`src/rtl/if_stage_fifo.sv`:
```
// if_stage_fifo: instruction-fetch stage with 1-cycle SRAM and an in-order credit-managed instruction FIFO.
// Optional IF_PERF_CNT_EN adds perf_fetch_cnt/perf_flush_cnt counters.
module if_stage_fifo #(
    parameter int PC_W = 32,
    parameter logic [PC_W-1:0] RESET_PC = PC_W'(32'h1c000000),
    parameter int IBUF_DEPTH = 4
) (
    input  logic            clk,
    input  logic            reset,
    output logic            inst_sram_en,
    output logic [PC_W-1:0] inst_sram_addr,
    input  logic [31:0]     inst_sram_rdata,
    input  logic            br_taken,
    input  logic [PC_W-1:0] br_target,
    input  logic            ds_allowin,
    output logic            fs_to_ds_valid,
    output logic [PC_W-1:0] fs_pc,
    output logic [31:0]     fs_inst,
    output logic            fs_adef
`ifdef IF_PERF_CNT_EN
    ,
    output logic [31:0]     perf_fetch_cnt,
    output logic [31:0]     perf_flush_cnt
`endif
);
    localparam int PW = $clog2(IBUF_DEPTH);
    localparam int CW = PW + 1;
    logic [PC_W-1:0] fetch_pc, inflight_pc, req_pc;
    logic            inflight, inflight_adef, credit, issue, req_adef, push, pop;
    logic [PW-1:0]   rd_ptr, wr_ptr;
    logic [CW-1:0]   count;
    logic [PC_W+32:0] mem [IBUF_DEPTH];
    logic [PC_W+32:0] head;
    // Credit counts the in-flight slot so a response always has room, even without a pop.
    always_comb begin
        credit         = (count + CW'(inflight)) < CW'(IBUF_DEPTH);
        issue          = (credit | br_taken) & ~reset;
        req_pc         = br_taken ? br_target : fetch_pc;
        req_adef       = req_pc[1:0] != 2'b00;
        push           = inflight & ~br_taken;
        fs_to_ds_valid = (count != '0) & ~br_taken & ~reset;
        pop            = fs_to_ds_valid & ds_allowin;
        head           = (count != '0) ? mem[rd_ptr] : '0;
    end
    assign inst_sram_addr = req_pc;
    assign inst_sram_en   = issue & ~req_adef;
    assign {fs_pc, fs_inst, fs_adef} = head;
    always_ff @(posedge clk) begin
        if (reset) begin
            fetch_pc      <= RESET_PC;
            inflight      <= 1'b0;
            inflight_adef <= 1'b0;
            inflight_pc   <= '0;
            rd_ptr        <= '0;
            wr_ptr        <= '0;
            count         <= '0;
        end else begin
            if (issue) begin
                fetch_pc      <= req_pc + PC_W'(4);
                inflight_pc   <= req_pc;
                inflight_adef <= req_adef;
            end
            inflight <= issue;
            if (br_taken) begin
                rd_ptr <= '0;
                wr_ptr <= '0;
                count  <= '0;
            end else begin
                if (push) wr_ptr <= wr_ptr + 1'b1;
                if (pop) rd_ptr <= rd_ptr + 1'b1;
                count <= count + CW'(push) - CW'(pop);
            end
        end
    end
    always_ff @(posedge clk) begin
        if (push & ~reset) mem[wr_ptr] <= {inflight_pc, inflight_adef ? 32'h0 : inst_sram_rdata, inflight_adef};
        if (!reset) assert (!(push && !pop && count == CW'(IBUF_DEPTH)));
    end
`ifdef IF_PERF_CNT_EN
    always_ff @(posedge clk) begin
        if (reset) begin
            perf_fetch_cnt <= '0;
            perf_flush_cnt <= '0;
        end else begin
            if (pop) perf_fetch_cnt <= perf_fetch_cnt + 32'd1;
            if (br_taken) perf_flush_cnt <= perf_flush_cnt + 32'd1;
        end
    end
`endif
endmodule

```
`config.mk`:
```
export PLATFORM = sky130hd
export DESIGN_NAME = if_stage_fifo
export DESIGN_NICKNAME = d
export VERILOG_FILES = /design/src/rtl/if_stage_fifo.sv
export SDC_FILE = /design/constraint.sdc
export NUM_CORES = 1
export LEC_CHECK = 0
export CORE_AREA = 2 2 170 172
export CTS_CLUSTER_DIAMETER = 60
export DETAILED_ROUTE_END_ITERATION = 7
export DIE_AREA = 0 0 172 174
export PLACE_DENSITY = 0.83
export SLEW_MARGIN = 15
export SYNTH_ARGS = -nofsm -noshare
export SYNTH_HDL_FRONTEND = slang
export SYNTH_SLANG_ARGS = --single-unit
```
`constraint.sdc`:
```
create_clock -name clk -period 12.3 [get_ports clk]
set_clock_uncertainty 0.2 [all_clocks]
set_input_delay 3.69 -clock clk [delete_from_list [all_inputs] [get_ports clk]]
set_output_delay 3.69 -clock clk [all_outputs]
set_load 0.01 [all_outputs]
```
# Word-level counts from Yosys, hierarchy flattened
# Memories as Yosys holds them, arrays and structs flattened. A register that Yosys moved wholly into a read port is not among the register bits.
# Index checks and enable logic that the tools add are counted.
[classes]
n_mux = 7
addsub = 6
n_reduce_logical = 3
order_cmp = 1
bitwise = 11
[op_table]
columns = ["cell", "count"]
rows = [
  ["two-way mux 65 bit", 1],
  ["two-way mux 32 bit", 2],
  ["adder 32 x 3 -> 32 bit, second input constant", 1],
  ["AND 1 bit", 7],
  ["adder 3 x 1 -> 3 bit", 2],
  ["adder 2 x 1 -> 2 bit, second input constant", 2],
  ["two-way mux 2 bit", 2],
  ["less-than comparator 3 bit, second input constant", 1],
  ["inverter 1 bit", 3],
  ["nonzero test 3 bit", 1],
  ["subtractor 3 x 1 -> 3 bit", 1],
  ["two-way mux 1 bit", 2],
  ["nonzero test 2 bit", 1],
  ["OR reduction 2 bit", 1],
  ["bitwise OR 1 bit", 1],
]
[word_totals]
ff_bits = 73
wordCells = 36
ramBits = 260
in_bits = 68
n_memories = 1
output_inout_bits = 99
[mem_list]
columns = ["name", "words", "width", "read_ports", "rd_ports_with_merged_regs", "wr", "line_no", "rtl"]
rows = [
  ["mem", 4, 65, 1, 1, 1, "32", "logic [PC_W+32:0] mem [IBUF_DEPTH];"],
]

# Depth between registers and ports, before layout
[logic_depth]
ltp_word = 6
ltp_mapped = 14
depth_no_buf = 10

# Worst setup path after synthesis
# No wires, ideal clock.
[synth_timing]
path_type = "input-to-output"
from = "input br_taken"
to = "output inst_sram_en"
required_time_ns = 8.410
path_buffers = 4
path_stages = 6
t_arrival_ns = 5.144
slack_ns = 3.266
path_cell_list = "buf_6 -> buf_6 -> buf_2 -> buf_2 -> mux2_2 -> nor3_1"
[synth_between]
elab_chain_cells = 4
elab_cells_between_ends = 6
classes_between = "mux (1); bitwise (4); reduce/logical (1)"
[synth_rtl]
columns = ["item", "line_no", "rtl"]
rows = [
  ["from (decl)", "13", "input logic br_taken,"],
  ["two-way mux 32 bit", "38", "req_pc = br_taken ? br_target : fetch_pc;"],
  ["net inst_sram_addr[0]", "11", "output logic [PC_W-1:0] inst_sram_addr,"],
  ["nonzero test 2 bit", "39", "req_adef = req_pc[1:0] != 2'b00;"],
  ["inverter 1 bit", "46", "assign inst_sram_en = issue & ~req_adef;"],
  ["AND 1 bit", "46", ""],
  ["to (decl)", "10", "output logic inst_sram_en,"],
]
# The timed path passes the listed nets, and every way through them passes these cells.

# Worst setup path after layout
[layout_timing]
from = "input br_taken"
to = "output inst_sram_en"
[layout_between]
elab_chain_cells = 4
elab_cells_between_ends = 6
classes_between = "mux (1); bitwise (4); reduce/logical (1)"
[layout_rtl]
columns = ["item", "line_no"]
rows = [
  ["two-way mux 32 bit", "38"],
  ["nonzero test 2 bit", "39"],
  ["inverter 1 bit", "46"],
  ["AND 1 bit *", "46"],
]
# Mark *: on every way between the ends. The rest lies on a longest branch, timed or not.

==> flow_summary.toml <==
[clocking]
numCtsBuffers = 34
ctsResizeCount = 0
cts-root-buf = "clkbuf_16"
cts_tree = "yes"
clock_path_buffers = 3
cts_setup_buffers = 0
insertion_delay_ns = 0.50
clk_pin_slew_ns = 0.06
ctsHoldBuffers = 0
cts.sinks = 333
htree_levels = 2

[synth]
synth_area_per_cell_um2 = 15.3
yosysWarnings = 0
ys_types = 59
async_reset_ff_share_pct = 0
synth_nets = 980
syn_area_mm2 = 0.0138
synth-edff-count = 260
synth_top_area_share_pct = 56.4
synth_seq_area_share_pct = 67.0
synth_largest_area_cell = "edfxtp_1"
ys_ff_latch = 333
synthTopCellsByArea = "edfxtp_1, mux4_2, dfxtp_1"
synthCells = 904
synth_top_flop_cell = "edfxtp_1"

[pwr]
power_frac_seq_pct = 52.2
power_switching_uw = 512
p_clk_share_pct = 40.8
power_density_mw_per_mm2 = 143
cell_internal_pwr_mw = 1.90
p_leak_nw = 5.75
combPwrFrac_pct = 7.0
switching_share_pct = 21.2
vdd_drop_max_mv = 0.109

[layout]
postLayoutCellArea_mm2 = 0.0169
fin_cells = 1469
drive_above_1_share_pct = 14.2
area_delta_synth_final_pct = 22.2
final_nets = 1136

[sta]
hold-worst-slack_ns = 0.275
hold_violations = 0
layout_min_cycle_time_ns = 9.90
rsz0062_at_grt = "false"
setup_slack_ns = 2.40
maxSlewHeadroom_pct = 25.0
max_freq_mhz = 101
finalSetupViolCount = 0
worst_slew_pin_slew_ns = 1.12
finalCritPeriodShare_pct = 80.5
slew_viol_final = 0
fin_setup_tns_ns = 0

[place]
placed_cells = 1408
dp_hpwl_mm = 18.0
place_congestion = 0.844
place_ws_ns = 2.43
port_buffers = 166
dpl_cell_area_mm2 = 0.0158

[worst_hold_path]
min_path_type = "register to register"
min-delay-start = "fetch_pc[7]"
hold_path_depth = 2

[flow_run]
maxCapViolCount = 0

[global_routing]
antenna_found_initial = 0
grt_max_degree = 83
grt.overflow.total = 0
grt_pass1_vias = 8435
grt_pass1_wl_mm = 46.2
gr-usage-all-layers_pct = 20.0

[critical_path]
worstPathCellList = "buf_2, buf_4, mux2_2, nor3_1, clkdlybuf4s50_1"
reg2reg_depth = 11
timing.rr.start = "count[1]"
crit_type = "primary input to output pin"
cp_slowest_cell = "clkdlybuf4s50_1"
start_kind = "primary input"
cp_max_fo = 41
crit_start = "br_taken"
max_stage_delay_ns = 0.60
worstPathArrival_ns = 6.01
end_kind = "output pin"
critical_path_required_ns = 8.41

[routing]
drc = 0
viasPerCell = 5.60
antenna_left = 0
vias = 8220
drt_first_pass_iters = 5
first_iter_violations = 745
wl_per_cell_um = 20.2
routed_wl_mm = 29.7

[run_status]
run_status = "completed"

[die]
pin_count = 167
die_area_mm2 = 0.0299
initial_core_util_pct = 49.0
die-width_um = 172
rows = 62
fp.coreArea_mm2 = 0.0282
die_height_um = 174
[flip-flops by register name, summed over array words and instances, names as in the netlist, named ones only]
register and count:
mem 260, fetch_pc 32, inflight_pc 30, count 3
rd_ptr 2, wr_ptr 2, inflight 1, inflight_adef 1
[worst paths after layout]
kind,endpoint,slack (ns)
worst max register to register,count[2],8.92
worst max-delay path,inst_sram_en,2.40
worst min-delay path,fetch_pc[7],0.27
worst min register to register,fetch_pc[7],0.27
[metal layers]
layer  global-route usage (%)  vias up  wire, µm
met3                     4.39       47      2150
met2                     33.8      315     14800
met1                     26.5     4088     12200
li1                         -     3770         -
met4                     4.97        0       524
met5                        0        -         0
[cell type report]
cell class | count | area [µm²]
sequential | 333 | 9280
fill | 2218 | 11300
timing repair buffer | 174 | 1710
clock inverter | 15 | 111
antenna | 1 | 2.50
clock buffer | 45 | 963
tap | 384 | 480
multi-input combinational | 490 | 4270
inverter | 27 | 101
[synthesized netlist by cell type (7+ instances only)]
| master | number |
|---|---|
| edfxtp_1 | 260 |
| dfxtp_1 | 73 |
| and2_1 | 70 |
| mux4_2 | 65 |
| nor2_1 | 62 |
| clkbuf_1 | 38 |
| nand2_1 | 34 |
| nor2b_1 | 33 |
| inv_1 | 26 |
| a211oi_1 | 25 |
| nand3_1 | 20 |
| nor3_1 | 19 |
| mux2i_1 | 18 |
| mux2_2 | 15 |
| nand4_1 | 15 |
| a21oi_1 | 12 |
| xor2_1 | 11 |
| xnor2_1 | 10 |
| buf_1 | 9 |
| ha_1 | 7 |
| nand3b_1 | 7 |
[kinds of logic (layout without fill, tap and decap cells)]
kind of cell    count (synthesis)  count (layout)  share of synthesized area, %
simple gates                  285             285                          11.2
fa+ha+maj                       8               8                         0.778
mux                            98              98                          13.1
flops                         333             333                          67.0
other cells                     0               1                             0
buf+inv                        81             261                          2.37
xor+xnor                       21              21                          1.33
compound gates                 78              78                          4.27
[through the flow]
step                      power, mW  util, %
after floorplan                1.36        -
after global placement         1.45     56.1
after detailed placement       1.45     56.1
after CTS                      2.43     59.9
after global routing           2.49     59.9
final                          2.41     59.9
[worst max-delay path: cells and delay by family]
family | cells | cell delay (ns)
and+or+nand+nor | 1 | 0.24
buffers and inverters | 3 | 1.62
muxes | 1 | 0.43
[cell usage in the layout, fill, tap and decap left out, drive strengths merged, types with 4 or more instances in the layout]
| cell type | Yosys | routed |
|---|---|---|
| a211oi | 25 | 25 |
| a21oi | 12 | 12 |
| a22oi | 6 | 6 |
| and2 | 70 | 70 |
| and3 | 6 | 6 |
| buf | 16 | 10 |
| clkbuf | 38 | 45 |
| clkdlybuf4s50 | 0 | 164 |
| clkinv | 0 | 11 |
| dfxtp | 73 | 73 |
| edfxtp | 260 | 260 |
| ha | 7 | 7 |
| inv | 27 | 30 |
| mux2 | 15 | 15 |
| mux2i | 18 | 18 |
| mux4 | 65 | 65 |
| nand2 | 34 | 34 |
| nand3 | 20 | 20 |
| nand3b | 8 | 8 |
| nand4 | 16 | 16 |
| nand4b | 4 | 4 |
| nor2 | 62 | 62 |
| nor2b | 33 | 33 |
| nor3 | 19 | 19 |
| nor4 | 6 | 6 |
| o22ai | 4 | 4 |
| o311ai | 5 | 5 |
| xnor2 | 10 | 10 |
| xor2 | 11 | 11 |
[power by group through the flow]
| stage | Combinational (mW) | Clock [mW] | Sequential, mW |
|---|---|---|---|
| after floorplan | 0.0872 | 0 | 1.28 |
| after global placement | 0.164 | 0 | 1.28 |
| after detailed placement | 0.168 | 0 | 1.28 |
| after CTS | 0.169 | 1.00 | 1.26 |
| after global routing | 0.181 | 1.05 | 1.26 |
| final | 0.168 | 0.984 | 1.26 |
No activity file was read; power rests on OpenSTA's default activity.
